**config.mk**
```make
export PLATFORM = sky130hd
export DESIGN_NAME = expr_sig_collector
export DESIGN_NICKNAME = d
export VERILOG_FILES = /design/src/rtl/expr_sig_collector.sv
export SDC_FILE = /design/constraint.sdc
export NUM_CORES = 1
export LEC_CHECK = 0
export CORE_MARGIN = 2
export CORE_UTILIZATION = 50
export CTS_CLUSTER_DIAMETER = 100
export DETAILED_ROUTE_END_ITERATION = 10
export HOLD_SLACK_MARGIN = 0.02
export PLACE_DENSITY = 0.87
export SLEW_MARGIN = 20
export SYNTH_ARGS = -nofsm -noshare
export SYNTH_HDL_FRONTEND = slang
export SYNTH_SLANG_ARGS = --single-unit
export TNS_END_PERCENT = 50
```
**constraint.sdc**
```tcl
create_clock -name clk -period 3.9 [get_ports clk]
set_input_delay 0.78 -clock clk [delete_from_list [all_inputs] [get_ports clk]]
set_output_delay 0.78 -clock clk [all_outputs]
set_load 0.1 [all_outputs]
```
**src/rtl/expr_sig_collector.sv**
```systemverilog
// Compacts a stream of DATA_W-bit expression results into a 32-bit signature
// and compares it with a golden value.
// Latency: sig_valid rises 3 cycles after the last accepted sample, or 3 cycles
// after start when num_samples is 0.
// Backpressure: in_ready is high only in RUN and depends on state alone. A sample
// presented while in_ready is low is neither consumed nor recorded.
//
// Ports:
//   clk, rst_n         - clock (rising edge) and asynchronous active-low reset
//   start, num_samples - begin a run of num_samples samples (IDLE/DONE only)
//   in_valid, in_ready - sample handshake; y_in is the sample data
//   expected_sig       - golden signature, sampled on the last FOLD cycle
//   busy, sig_valid    - busy in RUN/FOLD; sig_valid while in DONE
//   sig, match, count  - folded signature, golden compare, accepted sample count
module expr_sig_collector #(
   parameter int DATA_W = 90,
   parameter int CNT_W  = 16,
   parameter int SIG_W  = 32
) (
   input  logic              clk,
   input  logic              rst_n,
   input  logic              start,
   input  logic [CNT_W-1:0]  num_samples,
   input  logic              in_valid,
   output logic              in_ready,
   input  logic [DATA_W-1:0] y_in,
   input  logic [SIG_W-1:0]  expected_sig,
   output logic              busy,
   output logic              sig_valid,
   output logic [SIG_W-1:0]  sig,
   output logic              match,
   output logic [CNT_W-1:0]  count
);

   // The MISR is zero-padded to three signature words before folding.
   localparam int FOLD_W = 3 * SIG_W;
   localparam int TAP_A  = 36;
   localparam int TAP_B  = 63;

   typedef enum logic [1:0] {
      IDLE = 2'd0,
      RUN  = 2'd1,
      FOLD = 2'd2,
      DONE = 2'd3
   } state_t;

   state_t            state;
   state_t            state_nxt;

   logic [DATA_W-1:0] misr;
   logic [DATA_W-1:0] misr_step;
   logic [FOLD_W-1:0] misr_pad;
   logic [SIG_W-1:0]  acc;
   logic [SIG_W-1:0]  acc_step;
   logic [SIG_W-1:0]  fold_word;
   logic [1:0]        k;
   logic [CNT_W-1:0]  n_lat;
   logic              start_acc;
   logic              accept;
   logic              last_sample;

   // start is honoured only when no run is in progress.
   assign start_acc   = start && ((state == IDLE) || (state == DONE));
   // Uses the state directly rather than in_ready so the handshake term
   // stays a plain function of registered state and in_valid.
   assign accept      = in_valid && (state == RUN);
   assign last_sample = (count == (n_lat - CNT_W'(1)));

   // ------------------------------------------------------------------
   // FSM: state register
   // ------------------------------------------------------------------
   always_ff @(posedge clk or negedge rst_n) begin
      if (!rst_n) begin
         state <= IDLE;
      end else begin
         state <= state_nxt;
      end
   end

   // ------------------------------------------------------------------
   // FSM: next state and state-decoded outputs
   // ------------------------------------------------------------------
   always_comb begin
      state_nxt = state;
      in_ready  = 1'b0;
      busy      = 1'b0;
      sig_valid = 1'b0;
      case (state)
         IDLE: begin
            if (start) begin
               state_nxt = (num_samples == '0) ? FOLD : RUN;
            end
         end
         RUN: begin
            in_ready = 1'b1;
            busy     = 1'b1;
            if (in_valid && last_sample) begin
               state_nxt = FOLD;
            end
         end
         FOLD: begin
            busy = 1'b1;
            if (k == 2'd2) begin
               state_nxt = DONE;
            end
         end
         DONE: begin
            sig_valid = 1'b1;
            if (start) begin
               state_nxt = (num_samples == '0) ? FOLD : RUN;
            end
         end
         default: begin
            state_nxt = IDLE;
         end
      endcase
   end

   // ------------------------------------------------------------------
   // MISR update: shift left, with the MSB feeding back into bit 0 and
   // into the taps at bits 36 and 63, then XOR in the new sample.
   // ------------------------------------------------------------------
   always_comb begin
      misr_step        = {misr[DATA_W-2:0], misr[DATA_W-1]} ^ y_in;
      misr_step[TAP_A] = misr_step[TAP_A] ^ misr[DATA_W-1];
      misr_step[TAP_B] = misr_step[TAP_B] ^ misr[DATA_W-1];
   end

   // ------------------------------------------------------------------
   // Fold: XOR the padded MISR one signature word per cycle, low word
   // first. The top word carries the MISR MSBs, with zeros above them.
   // ------------------------------------------------------------------
   assign misr_pad = FOLD_W'(misr);

   always_comb begin
      case (k)
         2'd0:    fold_word = misr_pad[SIG_W-1:0];
         2'd1:    fold_word = misr_pad[2*SIG_W-1:SIG_W];
         default: fold_word = misr_pad[3*SIG_W-1:2*SIG_W];
      endcase
      acc_step = acc ^ fold_word;
   end

   // ------------------------------------------------------------------
   // Datapath registers
   // ------------------------------------------------------------------
   always_ff @(posedge clk or negedge rst_n) begin
      if (!rst_n) begin
         misr  <= '0;
         acc   <= '0;
         k     <= 2'd0;
         count <= '0;
         n_lat <= '0;
         sig   <= '0;
         match <= 1'b0;
      end else begin
         if (start_acc) begin
            misr  <= '0;
            acc   <= '0;
            k     <= 2'd0;
            count <= '0;
            n_lat <= num_samples;
         end else if (accept) begin
            misr  <= misr_step;
            count <= count + CNT_W'(1);
         end else if (state == FOLD) begin
            acc <= acc_step;
            if (k == 2'd2) begin
               // The compare uses the final accumulator value, not the
               // registered copy, so sig and match update together.
               k     <= 2'd0;
               sig   <= acc_step;
               match <= (acc_step == expected_sig);
            end else begin
               k <= k + 2'd1;
            end
         end
      end
   end

endmodule

```
==> summary.txt, run 1 <==
Flow run
  – Max cap viols: 0

Die
  – Die span in x: 150 um
  – Core area: 21000 um^2
  – DIE AREA: 22500 um^2
  – Row Count: 53
  – I/O Pins: 194
  – Starting density of the core: ~51%
  – Chip Height: 150 um

STA
  – RSZ-0062 raised after global routing: false
  – Final period demand of the worst path: 3.00 ns
  – Final Setup Violations: 0
  – Slew Limit Fails: 0
  – TNS Setup: 0 ns
  – Worst rel slew slack: 33.6%
  – Clock Skew: 0.0127 ns
  – Fmax: approximately 330 MHz
  – Worst slew pin tran: 0.993 ns
  – Tcrit/Tclk final: 76.9%
  – Final Hold Viols: 0

Detailed routing
  – Antenna viol nets, final: 0
  – Vias: 8842
  – # DRC: 0
  – First-pass DRT Iterations: 5
  – WL/cell: 18.8 um
  – Vias per cell: 5.71
  – Final WL: 29100 um
  – Drt initial violations: 784

Pwr
  – Sequential fraction of design power: around 33%
  – PwrDens: 782 nW/um^2
  – Cell-internal power: 5.58 mW
  – Part of the power in the clock network: between 10% and 20%
  – Leak Pwr: about 5.2 nW
  – Max VDD drop: 0.000415 V
  – Switching pwr: approximately 5 mW
  – Switch share: between 40% and 50%
  – Combinational Power Share: 50.5%

Logic synthesis
  – Cell variety after synth: 63
  – Mapped Nets: 1243
  – Ys Warns: 0
  – Synth top area cells: dfrtp_1 (45%), xnor2_1 (12%), a211oi_1 (6.3%), nor2_1 (5.0%), xor2_1 (4.6%)
  – Post-synth top area cell: dfrtp_1
  – Synthesized area: ~11000 um^2
  – Post-Syn Instances: 1096
  – Ys async rst share: between 90% and 100%
  – EDFF count, synth: 0
  – Post-Syn Area per Cell: 9.73 um^2
  – Synth Register Bits: between 150 and 200
  – Ys flop type: dfrtp_1
  – Post-synthesis sequential area ratio: 44.8%
  – Area share of the largest cell type after synthesis: between 40 and 50%

Clock tree
  – Max Root-Sink Buffers: 2
  – Num CTS Buffers: 17
  – H-Tree Depth: 4
  – CTS tree: done
  – Clk_lat worst skew: between 0.4 and 0.5 ns
  – Hold_buf cts: 0
  – Worst-path clk slew: approximately 0.08 ns
  – Setup repair bufs after CTS: 0
  – Post-cts resize count: 0
  – CTS sink cnt: ~190
  – Root buf cell: clkbuf_16

Worst setup path
  – Reg-to-reg endpoint: match$_DFFE_PN0P_
  – Startpoint class of the critical path: register
  – Slowest stage delay, CP: 0.60 ns
  – Critical Path Fanout Max: 12
  – R2R Path Start: k[0]$_DFFE_PN0P_
  – Max stage delay cell, worst path: dfrtp_1
  – CP Capture Type: register
  – CP delay by family, top: simple AND/OR/NAND/NOR gates
  – CP Cell Sequence: buf_4, buf_4, mux2i_1, nor3_1, nor4_1, nand4_1, a2111oi_0, and4_1, a32o_1
  – Buf/Inv on CP: 2
  – Reg2Reg Setup Slack: 0.90 ns
  – Setup Crit Path Kind: register to register
  – CP dominant cell by count: buf_4
  – Register-to-Register Path Depth: 9
  – Critical path arrival: 3.38 ns
  – Required time of the critical path: 4.28 ns

Worst hold path
  – Hold WC Path Type: input port to asynchronous set/reset pin

Status
  – Status: complete, no violations

Global routing
  – Vias in the first global route: between 8000 and 9000
  – Number of antenna violations at the first check in global routing: 2
  – Congestion Overflow GR: 0
  – Pin count of the biggest net entering global routing: between 80 and 90
  – Global Route Usage Sum: 26.8%
  – First-pass GRT wire length: 46200 um

Layout
  – Layout Utilization: a little under two thirds
  – Final net count: roughly 1400
  – Number of fill cells in the layout: 1710
  – Footprint of the multi-input gates: between 5000 and 6000 um^2
  – Share of cells above drive strength 1: 7.78%
  – Area Growth Syn to Fin: 25.5%
  – Register area: between 4000 and 5000 um^2

Place
  – DP HPWL: 22000 um
  – GP Congestion: 0.942
  – I/O Buffers: 193
## metal layers
metal / GRT usage [%] / vias to the layer above / wire [um]
met4: 6.51 / 0 / 524
met1: 39.2 / 4309 / 13300
met5: 0 / - / 0
li1: - / 4171 / -
met3: 4.42 / 35 / 1870
met2: 41.7 / 327 / 13400
## synthesized netlist by cell type (12+ instances only)
cell	number
mux2i_1	36
o21ai_0	63
nor2_1	143
or3_1	21
xnor2_1	144
xor2_1	56
a21oi_1	36
nor4_1	12
nand3_1	12
dfrtp_1	191
nand2_1	84
clkbuf_1	49
a211oi_1	90
nor3_1	13
mux2_2	40
## metrics by stage
| step | hold WS, ns | total power [mW] | setup slack [ns] | instance area, um^2 | std cells |
|---|---|---|---|---|---|
| after floorplan | 0.484 | 7.24 | 0.751 | 10700 | 1096 |
| after global placement | 0.461 | 8.52 | 0.604 | 12800 | 1515 |
| after detailed placement | 0.471 | 8.71 | 0.570 | 12800 | 1515 |
| after CTS | 0.353 | 10.4 | 0.912 | 13400 | 1547 |
| after global routing | 0.367 | 11.1 | 0.777 | 13400 | 1549 |
| final | 0.321 | 10.5 | 0.900 | 13400 | 1549 |
## worst reg2reg max path, cell delays in order, from the launching register on
cell	delay [ns]
dfrtp_1	0.60
buf_4	0.31
buf_4	0.23
mux2i_1	0.50
nor3_1	0.10
nor4_1	0.29
nand4_1	0.11
a2111oi_0	0.39
and4_1	0.27
a32o_1	0.15
## power groups by stage
| stage | clock [mW] | combinational (mW) | sequential (mW) |
|---|---|---|---|
| final | 1.73 | 5.28 | 3.45 |
| after global routing | 1.84 | 5.71 | 3.55 |
| after CTS | 1.74 | 5.25 | 3.44 |
| after detailed placement | 0 | 5.23 | 3.48 |
| after global placement | 0 | 5.09 | 3.42 |
| after floorplan | 0 | 3.30 | 3.94 |
## sequential cells by signal (all words and copies together), names as in the netlist
signal and cells:
acc 32, count 16, k 2, match 1, misr 90, n_lat 16
sig 32, state 2
## cell usage in the layout (no fill, tap or decap), drive strengths merged, types with 5 or more instances in the layout
master         Yosys  layout
xnor2            144     144
dfrtp            191     191
or3               22      22
nor2             143     143
nand4              9       9
nor3b              5       5
nand3             12      12
a21oi             36      36
o21ai             64      64
nor4              12      12
a211oi            90      90
ha                 5       5
nand2             84      84
clkbuf            49      19
mux2              41      41
buf               15      18
mux2i             36      36
clkdlybuf4s50      0     190
inv                9      13
nor3              13      13
xor2              56      56
## final cells by class
type / instances / area share (%)
clock buffers: 19 / 3.31
clock inverters: 13 / 0.982
diodes: 2 / 0.0374
repair buffers: 208 / 15.3
multi-input cells: 832 / 41.8
inverters: 9 / 0.252
flip-flops and latches: 191 / 35.7
well taps: 275 / 2.57
## worst max-delay path by stage
stage                                   end  cells past startpoint  slack, ns                  from
final                     match$_DFFE_PN0P_                      9       0.90      k[0]$_DFFE_PN0P_
after global routing      match$_DFFE_PN0P_                      9       0.78      k[0]$_DFFE_PN0P_
after CTS                 match$_DFFE_PN0P_                      9       0.91      k[0]$_DFFE_PN0P_
after detailed placement  match$_DFFE_PN0P_                      8       0.57              in_valid
after global placement    match$_DFFE_PN0P_                      8       0.60              in_valid
after floorplan           match$_DFFE_PN0P_                      9       0.75  state[0]$_DFFE_PN0P_
## kinds of logic (layout without fill, tap and decap cells)
logic type / count (synthesis) / in the layout / synth area share [%]
flip-flops: 191 / 191 / 44.8
multiplexers: 77 / 77 / 7.71
AND/OR/NAND/NOR: 328 / 328 / 14.1
other: 0 / 2 / 0
AO/OA/AOI/OAI: 222 / 222 / 13.6
buffers and inverters: 73 / 249 / 2.80
adder cells (fa/ha/maj): 5 / 5 / 0.587
XOR/XNOR: 200 / 200 / 16.4
Note: power is estimated with default switching activity, not from simulation.
==> run 2: changes to the inputs <==
==> constraint.sdc (replaced) <==
create_clock -name clk -period 2.8 [get_ports clk]
set_input_delay 0.56 -clock clk [delete_from_list [all_inputs] [get_ports clk]]
set_output_delay 0.56 -clock clk [all_outputs]
set_load 0.1 [all_outputs]
==> run 2 against run 1 <==
Effect of this change:
- cell count rose by 0.90%
- global-route usage shrank 0.22 points
- via count fell by 0.74%
- utilization is 0.50 points higher
- total power rose by 42%
- hold slack got worse by 0.22 ns
- die area did not move
==> summary.txt, run 2 (same netlist as run 1, synthesis figures left out) <==
Place
  – GP Congestion: 0.927 (was 0.942)
  – I/O Buffers: 193 (unchanged)
  – DP HPWL: 21700 um (was 22000 um)
  – DP Area: 12900 um^2 (was 12800 um^2)

Die
  – I/O Pins: 194 (unchanged)
  – DIE AREA: 22500 um^2 (unchanged)
  – Core area: 21000 um^2 (unchanged)
  – Die span in x: 150 um (unchanged)
  – Starting density of the core: 50.9% (unchanged)
  – Row Count: 53 (unchanged)
  – Chip Height: 150 um (unchanged)

STA
  – Worst rel slew slack: 52.9% (was 33.6%)
  – Slew Limit Fails: 0 (unchanged)
  – Worst slew pin tran: 0.698 ns (was 0.993 ns)
  – Final Hold Viols: 0 (unchanged)
  – Clock Skew: 0.00899 ns (was 0.0127 ns)
  – Final period demand of the worst path: 2.70 ns (was 3.00 ns)
  – Tcrit/Tclk final: 96.3% (was 76.9%)
  – Final Setup Violations: 0 (unchanged)
  – Fmax: 371 MHz (was 333 MHz)
  – RSZ-0062 raised after global routing: false (unchanged)

Global routing
  – First-pass GRT wire length: 45700 um (was 46200 um)
  – Pin count of the biggest net entering global routing: 100 (was 84)
  – Global Route Usage Sum: 26.6% (was 26.8%)
  – Vias in the first global route: 8339 (was 8505)
  – Number of antenna violations at the first check in global routing: 0 (was 2)
  – Congestion Overflow GR: 0 (unchanged)

Layout
  – Largest reg by FF count: misr (unchanged)
  – Max FFs per register: 90 (unchanged)
  – Area Growth Syn to Fin: 26.5% (was 25.5%)
  – Fin area: 13500 um^2 (was 13400 um^2)
  – Most frequent cells in the layout: dfrtp_1 (190), xnor2_1 (144), nor2_1 (143) (was dfrtp_1 (190), clkdlybuf4s50_1 (190), xnor2_1 (144))
  – N_diodes: 0 (was 2)
  – Commonest non-fill, non-tap cell in the layout: dfrtp_1
  – Largest regs: misr (90), acc (32), sig (32) (unchanged)
  – Final net count: 1422 (was 1406)
  – Share of cells above drive strength 1: 12.9% (was 7.78%)

Worst setup path
  – R2R Path Start: state[0]$_DFFE_PN0P_ (was k[0]$_DFFE_PN0P_)
  – Critical path arrival: 3.06 ns (was 3.38 ns)
  – Reg2Reg Setup Slack: 0.10 ns (was 0.90 ns)
  – Critical Path Fanout Max: 4 (was 12)
  – Register-to-Register Path Depth: 8 (was 9)
  – Startpoint class of the critical path: register (unchanged)
  – Reg-to-reg endpoint: match$_DFFE_PN0P_ (unchanged)
  – Required time of the critical path: 3.17 ns (was 4.28 ns)
  – Setup Crit Path Kind: register to register (unchanged)
  – CP Capture Type: register (unchanged)

Clock tree
  – Root buf cell: clkbuf_16 (unchanged)
  – CTS tree: done (unchanged)
  – Clk_lat worst skew: 0.43 ns (was 0.44 ns)
  – Setup repair bufs after CTS: 0 (unchanged)
  – Num CTS Buffers: 17 (unchanged)
  – H-Tree Depth: 4 (unchanged)
  – CTS sink cnt: 191 (unchanged)
  – Max Root-Sink Buffers: 2 (unchanged)
  – Worst-path clk slew: 0.07 ns (was 0.08 ns)

Status
  – Status: complete, no violations (unchanged)

Detailed routing
  – Drt initial violations: 734 (was 784)
  – Antenna viol nets, final: 0 (unchanged)
  – # DRC: 0 (unchanged)
  – Final WL: 29100 um (about the same)
  – Vias: 8777 (was 8842)
  – First-pass DRT Iterations: 5 (unchanged)
  – Vias per cell: 5.62 (was 5.71)
  – WL/cell: 18.6 um (was 18.8 um)

Pwr
  – Max VDD drop: 0.000505 V (was 0.000415 V)
  – Power Total: 14.8 mW (was 10.5 mW)
  – Leak Pwr: 5.40 nW (was 5.20 nW)
  – PwrDens: 1100 nW/um^2 (was 782 nW/um^2)

Flow run
  – Max cap viols: 0 (unchanged)

Worst hold path
  – Hold WC Path Type: input port to asynchronous set/reset pin (unchanged)
[run 2: what timing repair did]
item                                    4_1_cts  5_1_grt
gates resized for setup                       0        1
hold buffers                                  0        0
endpoints found under the setup margin        0        1
[run 2: critical path: stages, from the launching register on]
cell,delay [ns]
dfrtp_1,0.44
inv_1,0.07
ha_1,0.32
and2_4,0.17
or3_4,0.39
a311o_1,0.28
or4_1,0.54
nor4_1,0.22
a32o_1,0.21
[run 2: worst max-delay path by stage]
stage | slack, ns | depth (start not counted) | end | start
3_3_place_gp | -0.03 | 8 | match$_DFFE_PN0P_ | in_valid
6_report | 0.10 | 8 | match$_DFFE_PN0P_ | state[0]$_DFFE_PN0P_
2_1_floorplan | 0.05 | 9 | state[0]$_DFFE_PN0P_ | state[0]$_DFFE_PN0P_
4_1_cts | 0.11 | 8 | match$_DFFE_PN0P_ | state[0]$_DFFE_PN0P_
5_1_grt | 0.01 | 8 | match$_DFFE_PN0P_ | state[0]$_DFFE_PN0P_
3_5_place_dp | -0.11 | 8 | match$_DFFE_PN0P_ | in_valid
[run 2: where the power goes]
part,switching [mW],total [mW],internal [mW],leakage [nW]
clock network,1.11,2.48,1.37,0.282
logic,4.67,7.61,2.94,2.60
registers,1.05,4.75,3.69,2.52
[run 2: cell type report]
type / instances / area (um^2)
fill: 1690 / 7470
multi-input combinational: 832 / 5610
sequential: 191 / 4780
timing repair buffer: 224 / 2120
clock buffer: 20 / 447
tap: 275 / 344
clock inverter: 12 / 149
inverter: 9 / 33.8
[run 2: routing by layer]
metal | routed length (um) | global-route usage [%] | share of wire (%) | vias up
met5 | 0 | 0 | 0 | -
met4 | 404 | 6.18 | 1.4 | 0
met3 | 1680 | 3.75 | 5.8 | 23
met2 | 13600 | 40.8 | 47 | 292
met1 | 13400 | 39.9 | 46 | 4263
li1 | - | - | - | 4199
[run 2: stage by stage]
step                      util (%)  cells  hold slack, ns  setup WS, ns  TNS, ns
after floorplan                  -   1096           0.264        0.0494        0
after global placement        61.5   1531           0.464       -0.0272  -0.0272
after detailed placement      61.5   1531           0.472        -0.108   -0.108
after CTS                     64.3   1563           0.105         0.105        0
after global routing          64.4   1563           0.130        0.0103        0
final                         64.4   1563           0.102         0.104        0
==> run 3: changes to the inputs <==
--- a/config.mk
+++ b/config.mk
@@ -5,12 +5,14 @@
 export SDC_FILE = /design/constraint.sdc
 export NUM_CORES = 1
 export LEC_CHECK = 0
+export CELL_PAD_IN_SITES_DETAIL_PLACEMENT = 1
+export CELL_PAD_IN_SITES_GLOBAL_PLACEMENT = 2
 export CORE_MARGIN = 2
-export CORE_UTILIZATION = 50
+export CORE_UTILIZATION = 33
 export CTS_CLUSTER_DIAMETER = 100
 export DETAILED_ROUTE_END_ITERATION = 10
 export HOLD_SLACK_MARGIN = 0.02
-export PLACE_DENSITY = 0.87
+export PLACE_DENSITY = 0.91
 export SLEW_MARGIN = 20
 export SYNTH_ARGS = -nofsm -noshare
 export SYNTH_HDL_FRONTEND = slang
==> run 3 against run 2 <==
Effect of this change:
- sequential cell count unchanged
- critical path type unchanged
- critical endpoint is now state[0]$_DFFE_PN0P_
- cell count up 9.8%
- combinational power up 5.0%
- via count up 0.87%
- global-route usage down 6.3 points
- total power up 3.5%
- sequential share of layout area down 0.88 points
- utilization down 21 points
==> summary.txt, run 3 (same netlist as run 1, synthesis figures left out) <==
Status
  – Status: complete, no violations (unchanged)

Worst setup path
  – Critical Path Fanout Max: 4 (unchanged)
  – Startpoint class of the critical path: register (unchanged)
  – CP Capture Type: register (unchanged)
  – Critical path arrival: 2.93 ns (was 3.06 ns)
  – Setup Crit Path Kind: register to register (unchanged)
  – Required time of the critical path: 3.12 ns (was 3.17 ns)

Clock tree
  – Clk_lat worst skew: 0.45 ns (was 0.43 ns)
  – Worst-path clk slew: 0.07 ns (about the same)
  – Num CTS Buffers: 17 (unchanged)
  – CTS sink cnt: 191 (unchanged)
  – CTS tree: done (unchanged)
  – Root buf cell: clkbuf_16 (unchanged)
  – Max Root-Sink Buffers: 2 (unchanged)
  – H-Tree Depth: 4 (unchanged)

STA
  – Clock Skew: 0.0170 ns (was 0.00899 ns)
  – Tcrit/Tclk final: 93.1% (was 96.3%)
  – Worst rel slew slack: 53.7% (was 52.9%)
  – Final Hold Viols: 0 (unchanged)
  – Final period demand of the worst path: 2.61 ns (was 2.70 ns)
  – Slew Limit Fails: 0 (unchanged)
  – RSZ-0062 raised after global routing: false (unchanged)
  – Worst slew pin tran: 0.695 ns (was 0.698 ns)
  – Hold slack final: 0.101 ns (was 0.102 ns)
  – Fmax: 383 MHz (was 371 MHz)
  – Final Setup Violations: 0 (unchanged)
  – Fin worst setup slack: 0.192 ns (was 0.104 ns)

Place
  – DP HPWL: 25500 um (was 21700 um)
  – GP Congestion: 0.850 (was 0.927)
  – Place WS: -0.113 ns (was -0.108 ns)
  – I/O Buffers: 193 (unchanged)
  – DP Area: 13200 um^2 (was 12900 um^2)

Detailed routing
  – Vias per cell: 5.16 (was 5.62)
  – # DRC: 0 (unchanged)
  – Final WL: 33900 um (was 29100 um)
  – Antenna viol nets, final: 0 (unchanged)
  – First-pass DRT Iterations: 5 (unchanged)
  – Vias: 8853 (was 8777)
  – Drt initial violations: 642 (was 734)
  – WL/cell: 19.7 um (was 18.6 um)

Layout
  – Final net count: 1444 (was 1422)
  – Area Growth Syn to Fin: 29.7% (was 26.5%)
  – Share of cells above drive strength 1: 14.7% (was 12.9%)
  – Max FFs per register: 90 (unchanged)
  – Layout Utilization: 43.6% (was 64.4%)
  – Most frequent cells in the layout: dfrtp_1 (189), xnor2_1 (144), nor2_1 (143) (was dfrtp_1 (190), xnor2_1 (144), nor2_1 (143))
  – Number of fill cells in the layout: 3589 (was 1690)
  – Commonest non-fill, non-tap cell in the layout: dfrtp_1 (unchanged)
  – Largest regs: misr (90), acc (32), sig (32) (unchanged)
  – Fin area: 13800 um^2 (was 13500 um^2)
  – Largest reg by FF count: misr (unchanged)

Global routing
  – Congestion Overflow GR: 0 (unchanged)
  – Global Route Usage Sum: 20.3% (was 26.6%)
  – Vias in the first global route: 9342 (was 8339)
  – Pin count of the biggest net entering global routing: 102 (was 100)
  – Number of antenna violations at the first check in global routing: 4 (was 0)
  – First-pass GRT wire length: 52300 um (was 45700 um)

Pwr
  – Sequential fraction of design power: 31.2% (was 32.0%)
  – Switching pwr: 7.22 mW (was 6.84 mW)
  – Max VDD drop: 0.000541 V (was 0.000505 V)
  – Cell-internal power: 8.14 mW (was 8.00 mW)
  – Combinational Power Share: 52.0% (was 51.3%)
  – Part of the power in the clock network: 16.7% (about the same)
  – PwrDens: 1110 nW/um^2 (was 1100 nW/um^2)
  – Power Total: 15.4 mW (was 14.8 mW)
  – Leak Pwr: 5.52 nW (was 5.40 nW)
  – Switch share: 47.0% (was 46.1%)

Die
  – DIE AREA: 33800 um^2 (was 22500 um^2)
  – Die span in x: 184 um (was 150 um)
  – I/O Pins: 194 (unchanged)
  – Core area: 31700 um^2 (was 21000 um^2)
  – Starting density of the core: 33.6% (was 50.9%)
  – Chip Height: 184 um (was 150 um)
  – Row Count: 65 (was 53)

Flow run
  – Max cap viols: 0 (unchanged)

Worst hold path
  – Hold WC Path Type: input port to asynchronous set/reset pin (unchanged)
==> run 3: changes by cell type in the layout (fill, tap and decap cells not counted), sizes merged <==
cell,delta
buf,+21
bufinv,-1
clkbuf,-2
clkinv,+3
clkinvlp,-2
diode,+4
inv,+3
==> run 3: worst paths after layout <==
path	depth (start not counted)	end	slack, ns	from
setup / recovery	9	state[0]$_DFFE_PN0P_	0.19	n_lat[0]$_DFFE_PN0P_
hold / removal	1	count[5]$_DFFE_PN0N_	0.10	rst_n
setup reg to reg	9	state[0]$_DFFE_PN0P_	0.19	n_lat[0]$_DFFE_PN0P_
hold reg to reg	2	sig[29]$_DFFE_PN0P_	0.48	sig[29]$_DFFE_PN0P_
max in group asynchronous	2	acc[29]$_DFFE_PN0P_	1.94	rst_n
min in group clk	2	sig[29]$_DFFE_PN0P_	0.48	sig[29]$_DFFE_PN0P_
==> run 3: what timing repair did <==
item / in CTS / in global routing
endpoints found under the setup margin: 0 / 2
hold endpoints to repair: 0 / 0
setup buffers: 0 / 0
resized for setup: 0 / 3
hold buffers: 0 / 0
==> run 3: power by group through the flow <==
| stage | logic [mW] | clock network, mW | registers [mW] |
|---|---|---|---|
| final | 7.99 | 2.57 | 4.80 |
| after global routing | 8.67 | 2.72 | 4.96 |
| after CTS | 8.02 | 2.62 | 4.79 |
| after detailed placement | 7.97 | 0 | 4.84 |
| after global placement | 7.74 | 0 | 4.77 |
| after floorplan | 4.61 | 0 | 5.49 |
==> run 3: final cells by class <==
cell class / count / area (um^2) / area share (%)
inverter: 9 / 33.8 / 0.244
antenna: 4 / 10.0 / 0.0724
clock inverter: 15 / 186 / 1.35
timing repair buffer: 246 / 2280 / 16.5
clock buffer: 17 / 425 / 3.08
sequential: 191 / 4780 / 34.6
tap: 402 / 503 / 3.64
multi-input combinational: 832 / 5610 / 40.6
==> run 3: stage by stage <==
step | std cells | setup TNS (ns)
global placement | 1680 | -0.102
finish | 1716 | 0
global route | 1716 | 0
floorplan | 1096 | 0
detailed placement | 1680 | -0.113
CTS | 1712 | 0
==> run 3: worst max-delay path, stage by stage (launching register included) <==
cell and delay [ns]:
dfrtp_1 0.40, inv_1 0.09, ha_1 0.25, or4b_1 0.50
nor2_1 0.23, mux2i_1 0.12, mux2i_1 0.17, nand2_1 0.09
a2111o_1 0.38, a31o_2 0.26
==> run 3: routing by layer <==
metal  part of all wire (%)  track usage, %
met1                     49            29.8
met2                     45            31.2
met3                    3.8            2.54
met4                    1.6            5.89
met5                      0               0
